$ cat src/rtl/alu_seq.sv
// rtl/alu_seq.sv - multi-cycle ALU: single-cycle add/compare/op0, iterative shift-add multiply (op 0 selected by ALU_SUB_EN: subtract when defined, pass in1 otherwise)
module alu_seq #(
  parameter int DATA_W = 16,
  parameter int CNT_W  = 6
) (
  input  logic              clock,
  input  logic              reset_n,
  input  logic              start,
  input  logic [1:0]        alu_op,
  input  logic [DATA_W-1:0] in1,
  input  logic [DATA_W-1:0] in2,
  output logic [DATA_W-1:0] out,
  output logic              z,
  output logic              busy,
  output logic              done
);

  typedef enum logic {
    IDLE = 1'b0,
    MUL  = 1'b1
  } state_t;

  localparam logic [1:0] OP_ZERO = 2'd0;
  localparam logic [1:0] OP_ADD  = 2'd1;
  localparam logic [1:0] OP_LT   = 2'd2;
  localparam logic [1:0] OP_MUL  = 2'd3;
  localparam logic [CNT_W-1:0] LAST_CNT = CNT_W'(DATA_W - 1);

  state_t            r_state;
  state_t            w_state_next;
  logic              w_accept;
  logic              w_mul_last;
  logic [DATA_W-1:0] r_acc;
  logic [DATA_W-1:0] r_mcand;
  logic [DATA_W-1:0] r_mplier;
  logic [CNT_W-1:0]  r_cnt;
  logic [DATA_W-1:0] r_out;
  logic              r_z;
  logic              r_done;
  logic [DATA_W-1:0] w_acc_next;
  logic [DATA_W-1:0] w_op0_res;

`ifdef ALU_SUB_EN
  assign w_op0_res = in1 - in2;
`else
  assign w_op0_res = in1;
`endif

  // Partial-product accumulate for the current multiplier bit; upper bits fall off.
  assign w_acc_next = r_mplier[0] ? (r_acc + r_mcand) : r_acc;

  // State register.
  always_ff @(posedge clock or negedge reset_n) begin
    if (!reset_n) begin
      r_state <= IDLE;
    end else begin
      r_state <= w_state_next;
    end
  end

  // Next state and handshake decode; start is only honoured in IDLE.
  always_comb begin
    w_state_next = r_state;
    w_accept     = 1'b0;
    w_mul_last   = 1'b0;
    case (r_state)
      IDLE: begin
        w_accept = start;
        if (start && (alu_op == OP_MUL)) begin
          w_state_next = MUL;
        end
      end
      MUL: begin
        w_mul_last = (r_cnt == LAST_CNT);
        if (w_mul_last) begin
          w_state_next = IDLE;
        end
      end
      default: w_state_next = IDLE;
    endcase
  end

  // Datapath: operand capture, shift-add iteration, result/flag/done registers.
  always_ff @(posedge clock or negedge reset_n) begin
    if (!reset_n) begin
      r_acc    <= '0;
      r_mcand  <= '0;
      r_mplier <= '0;
      r_cnt    <= '0;
      r_out    <= '0;
      r_z      <= 1'b0;
      r_done   <= 1'b0;
    end else begin
      r_done <= 1'b0;
      if (w_accept) begin
        case (alu_op)
          OP_ZERO: begin
            r_out  <= w_op0_res;
            r_done <= 1'b1;
          end
          OP_ADD: begin
            r_out  <= in1 + in2;
            r_done <= 1'b1;
          end
          OP_LT: begin
            r_z    <= (in1 < in2);
            r_done <= 1'b1;
          end
          default: begin
            r_acc    <= '0;
            r_mcand  <= in1;
            r_mplier <= in2;
            r_cnt    <= '0;
          end
        endcase
      end else if (r_state == MUL) begin
        r_acc    <= w_acc_next;
        r_mcand  <= r_mcand << 1;
        r_mplier <= r_mplier >> 1;
        r_cnt    <= r_cnt + CNT_W'(1);
        if (w_mul_last) begin
          r_out  <= w_acc_next;
          r_done <= 1'b1;
        end
      end
    end
  end

  assign out  = r_out;
  assign z    = r_z;
  assign busy = (r_state == MUL);
  assign done = r_done;

endmodule

$ cat config.mk
export PLATFORM = sky130hd
export DESIGN_NAME = alu_seq
export DESIGN_NICKNAME = d
export VERILOG_FILES = /design/src/rtl/alu_seq.sv
export SDC_FILE = /design/constraint.sdc
export NUM_CORES = 1
export LEC_CHECK = 0
export BUFFER_PORTS_ARGS = -buffer_cell sky130_fd_sc_hd__buf_2
export CAP_MARGIN = 20
export CORE_MARGIN = 4
export CORE_UTILIZATION = 39
export CTS_BUF_LIST = sky130_fd_sc_hd__clkbuf_8
export DETAILED_ROUTE_END_ITERATION = 10
export MAX_ROUTING_LAYER = met4
export PLACE_DENSITY = 0.56
export SYNTH_ARGS = -nofsm -noshare
export SYNTH_HDL_FRONTEND = slang
export SYNTH_SLANG_ARGS = --single-unit
$ cat constraint.sdc
create_clock -name clock -period 2.9 [get_ports clock]
set_clock_uncertainty 0.1 [all_clocks]
set_input_delay 0.87 -clock clock [delete_from_list [all_inputs] [get_ports clock]]
set_output_delay 0.87 -clock clock [all_outputs]
set_load 0.02 [all_outputs]
# --- Yosys cells after proc, flatten, opt, wreduce, memory -nomap -nowiden ---
# Cells that the tools add are included.
totals:
  regBits: 73
  latch_bits: 0
  ram_bits: 0
  mem_bits_ro: 0
  inputBits: 37
  out_inout_bits: 19
  elab_cells: 53
  mem_count: 0
op_classes:
  addsub: 3
  n_mul: 0
  n_div: 0
  order_cmp: 1
  eq_ne: 6
  shifts: 0
  n_mux: 26
  bitwise_logic: 1
  reduce_logical: 8
op_table:
  columns: ["operator", "n"]
  rows:
  - ["$mux W16", 13]
  - ["$add A16 B16 Y16", 2]
  - ["$pmux W16 S2", 1]
  - ["$mux W6", 3]
  - ["$lt A16 B16 Y1", 1]
  - ["$mux W1", 8]
  - ["$add A6 B1 Y6 const B", 1]
  - ["$eq A6 B4 Y1 const B", 1]
  - ["$eq A2 B2 Y1 const B", 2]
  - ["$reduce_and A2 Y1", 2]
  - ["$reduce_bool A2 Y1", 2]
  - ["$ne A3 B1 Y1 const B", 1]
  - ["$reduce_and A3 Y1", 1]
  - ["$reduce_or A3 Y1", 1]
  - ["$eq A2 B1 Y1 const B", 1]
  - ["$logic_not A2 Y1", 1]
  - ["$ne A2 B2 Y1 const B", 1]
  - ["$pmux W1 S2", 1]
  - ["$logic_and A1 B1 Y1", 1]
  - ["$not A1 Y1", 1]

# --- Logic depth before layout (Yosys ltp) ---
logic_depth:
  ltp_word: 5
  mapped_depth: 10
  mapped_depth_nobuf: 10

# --- Worst setup path after synthesis ---
# No wires, ideal clock.
synth_timing:
  path_type: "in2reg"
  startpoint: "input in2[8]"
  endpoint: "register r_out[13], in the netlist out[13]"
  setup_ns: 0.141
  arrival_time_ns: 2.849
  t_required_ns: 2.659
  slack_ns: -0.190
  path_stages: 10
  path_buffers: 0
  path_cell_list: "inv_1 -> ha_1 -> or4_4 -> nor3_2 -> a21oi_1 -> nand2b_1 -> a21oi_2 -> mux2_1 -> a31oi_1 -> a31oi_1"
synth_between:
  elab_chain_len: 3
synth_rtl:
  columns: ["item", "line_no", "rtl"]
  rows:
  - ["start: declaration", "11", "input logic [DATA_W-1:0] in2,"]
  - ["$add A16 B16 Y16", "102", "r_out <= in1 + in2;"]
  - ["$pmux W16 S2", "96", "case (alu_op)"]
  - ["$mux W16", "95", "if (w_accept) begin"]
  - ["end signal: assignment", "98", "r_out <= w_op0_res;"]
  - ["end signal: assignment", "102", null]
  - ["end signal: assignment", "122", "r_out <= w_acc_next;"]
  - ["end: declaration", "37", "logic [DATA_W-1:0] r_out;"]
# Every way passes these cells.
# A chain may end at the register's enable or synchronous reset.

# --- Final worst setup path ---
layout_timing:
  startpoint: "input in2[9]"
  endpoint: "register r_out[13], in the netlist out[13]"
# Same word-level chain as after synthesis.

==> impl_results.md <==
- Outcome: complete, no violations
- Avg Cell Area, Syn: 8.607 sq um
- Remaining Overflow, GRT: 0
- Worst-Margin Slew: 730.7 ps
- Most frequent cells in the layout: nand2_1, dfrtp_1, o21ai_0, buf_2, buf_4
- Max-cap viol count: 0
- Clock sinks: 73
- CP Launch Point: in2[9]
- WL per Instance: 16.84 um
- DR vias/cell: 5.350
- Reg2reg path depth: 9
- Critical Path AT: 2970 ps
- Power per cell area: slightly below 900 nW/um^2
- CP Max Fanout: 3
- Seq/Total Area, Yosys: 34.62%
- Critical path's top delay family: simple AND/OR/NAND/NOR gates
- Area delta synth->final: 22.03%
- Worst Setup End Kind: flip-flop
- First-pass GRT wire length: between 20000 and 25000 um
- Critical path class: in -> reg
- Ant. Diodes: 0
- DRT iter0 DRCs: 262
- Commonest non-fill, non-tap cell in the layout: nand2_1
- Clk buf depth: 2
- Worst path depth: 11
- Max-slew violations: 0
- Power Total: 5.712 mW
- Placement Cell Area: roughly 6200 sq um
- Antenna viol nets, final: 0
- H-tree depth: 3
- Req. time, crit path: between 3000 and 4000 ps
- RD Place Congestion: 0.9035
- R2R Setup Slk: 150 ps
- Largest net degree at the start of global routing: 71
- Starting Density: approximately 40%
- Min Clock Period, post-route: 2832 ps
- Peak Freq: between 0.3 and 0.4 GHz
- Die Wd: 124.3 um
- Hold Crit Class: in -> async
- Fill count: 1335
- DRT Pass-1 Iters: 5
- Final worst-path cycle share: about 98%
- Yosys reg bits: 73
- Synth Flop Type: dfrtp_1
- Synth top area share: 34.62%
- Port Buf Inserts: 55
- Cell area after layout: 6439 sq um
- Worst Path Buf+Inv: 2
- FF-to-FF End: r_acc[14]$_DFFE_PN0P_
- Num CTS Buffers: 9
- Slew margin rel.: about half
- Worst skew pair latency: 380 ps
- Syn_nets: 699
- Hpwl dp: between 10000 and 15000 um
- Slowest cell on the critical path: or4_4
- Fin nets: 790
- Crit start category: input pin
- FFs w/ async S/R, synth: 100.0%
- CTS tree: yes
- Initial antenna violation count: 0
- Overall routing resource usage: 19.73%
- Post-synth top area cell: dfrtp_1
- Worst-path clk slew: around 80 ps
- Residual DRC count: 0
- Post-synth EDFFs: 0
- Die Y-Extent: 124.3 um
- CP endpoint: out[13]$_DFFE_PN0P_
- Vias in the first global route: 4655
- Share of cells above drive strength 1: a little over a fifth
- Via Count: roughly 4700
- Full die area: 15450 sq um
- Area contributors post-synth: dfrtp_1, ha_1, mux2i_1
- Count of final hold-check violations: 0
- I/O pin count: 56
- Synth warn: 0
- Synthesized cell area: 5276 sq um
- Final setup vio count: 0
- Mapped Cells: a little over 600
- Clock root buffer: clkbuf_8
- Cells along the critical path: clkbuf_4 > inv_12 > ha_4 > or4_4 > a21oi_1 > a21oi_2 > nand2b_1 > a21oi_2 > mux2_4 > a31oi_4 > a31oi_1
- Cell row count: 42
- Most used cell, CP: a21oi_2
- Lkg Pwr: 2.980 nW
- R2r startpoint: r_acc[0]$_DFFE_PN0P_
- Maximum vdd drop: 0.0003335 V
- Utilization after layout: 48.62%
- Synth unique cells: 57
- Core region area: between 10000 and 15000 sq um
- Max incr delay on CP: ~550 ps
- Post-Route WL: 14900 um
==> metal layers <==
| metal | share of wire (%) | GRT usage (%) | wire length (um) |
|---|---|---|---|
| met1 | 46 | 25.65 | 6895 |
| met2 | 48 | 31.33 | 7156 |
| met3 | 3.3 | 3.216 | 498 |
| met4 | 2.3 | 6.899 | 349 |
| met5 | 0 | - | 0 |
==> where the power goes <==
group / switching [mW] / total (mW) / internal [mW]
Clock: 0.420 / 0.948 / 0.529
Sequential: 0.366 / 1.83 / 1.46
Combinational: 1.73 / 2.93 / 1.20
Total: 2.52 / 5.71 / 3.19
==> worst register-to-register path: cells and delay by family (launching register included) <==
kind | cells | cell delay, ps
xor gates and xnor gates | 1 | 120
DFF | 1 | 400
adders and majority gates | 2 | 610
AOI/OAI and AO/OA | 6 | 1400
==> synthesized netlist by cell type (3+ instances only) <==
| cell | count |
|---|---|
| a32o_1 | 4 |
| o21ai_1 | 12 |
| mux2_2 | 4 |
| a31oi_1 | 7 |
| dfrtp_1 | 73 |
| ha_1 | 47 |
| a21o_1 | 11 |
| xnor2_1 | 17 |
| nor3_1 | 4 |
| a211oi_1 | 4 |
| a21oi_1 | 48 |
| o21a_1 | 3 |
| mux2i_1 | 36 |
| nor2b_1 | 6 |
| nand4_1 | 5 |
| xor2_1 | 8 |
| nor2_1 | 38 |
| nand2_1 | 78 |
| o211ai_1 | 4 |
| o221ai_1 | 3 |
| nand2b_1 | 10 |
| o21ai_0 | 69 |
| inv_1 | 32 |
| nand3_1 | 17 |
| o21bai_1 | 6 |
| o22ai_1 | 4 |
| clkbuf_1 | 24 |
==> kinds of logic (layout without fill, tap and decap cells) <==
logic type / Yosys count / count (layout) / share of synthesized area (%)
AOI/OAI and AO/OA: 193 / 193 / 22.17
xor gates and xnor gates: 25 / 25 / 4.150
adders and majority gates: 49 / 49 / 11.90
buffers and inverters: 59 / 155 / 4.245
DFF: 73 / 73 / 34.62
muxes: 41 / 41 / 7.897
and+or+nand+nor: 173 / 173 / 15.01
==> flip-flops by register name, indices dropped and copies added, names as in the netlist <==
name	count
r_mplier	16
busy	1
r_mcand	16
out	16
r_acc	16
done	1
z	1
r_cnt	6
==> per-stage QoR <==
step                      setup WS, ps  cells  hold WS (ps)  TNS, ps
final                            67.65    885         338.8        0
after global routing           -0.5289    885         371.4  -0.5289
after CTS                        54.41    885         345.5        0
after detailed placement        -348.1    869         367.3    -1737
after global placement          -321.9    869         355.1    -1360
after floorplan                 -31.61    613         349.2   -48.65
==> layout make-up <==
type | count | area (sq um) | area share [%]
Clock buffer | 11 | 151.4 | 2.351
Clock inverter | 5 | 77.57 | 1.205
Inverter | 32 | 135.1 | 2.099
Multi-Input combinational cell | 481 | 3344 | 51.94
Sequential cell | 73 | 1827 | 28.37
Tap cell | 176 | 220.2 | 3.420
Timing Repair Buffer | 107 | 683.2 | 10.61
==> worst min path at each step <==
stage | end | cells past startpoint | slack [ps] | from
after floorplan | r_mplier[10]$_DFFE_PN0P_ | 2 | 350 | r_mplier[10]$_DFFE_PN0P_
after global placement | z$_DFFE_PN0P_ | 2 | 360 | z$_DFFE_PN0P_
after detailed placement | z$_DFFE_PN0P_ | 2 | 370 | z$_DFFE_PN0P_
after CTS | out[3]$_DFFE_PN0P_ | 1 | 350 | reset_n
after global routing | out[0]$_DFFE_PN0P_ | 1 | 370 | reset_n
final | out[0]$_DFFE_PN0P_ | 1 | 340 | reset_n
==> timing repair <==
action,CTS,global route
hold buffers,0,0
endpoints found under the setup margin,0,7
resized for setup,0,8
buffers inserted,0,0
No activity file was read; power rests on OpenSTA's default activity.
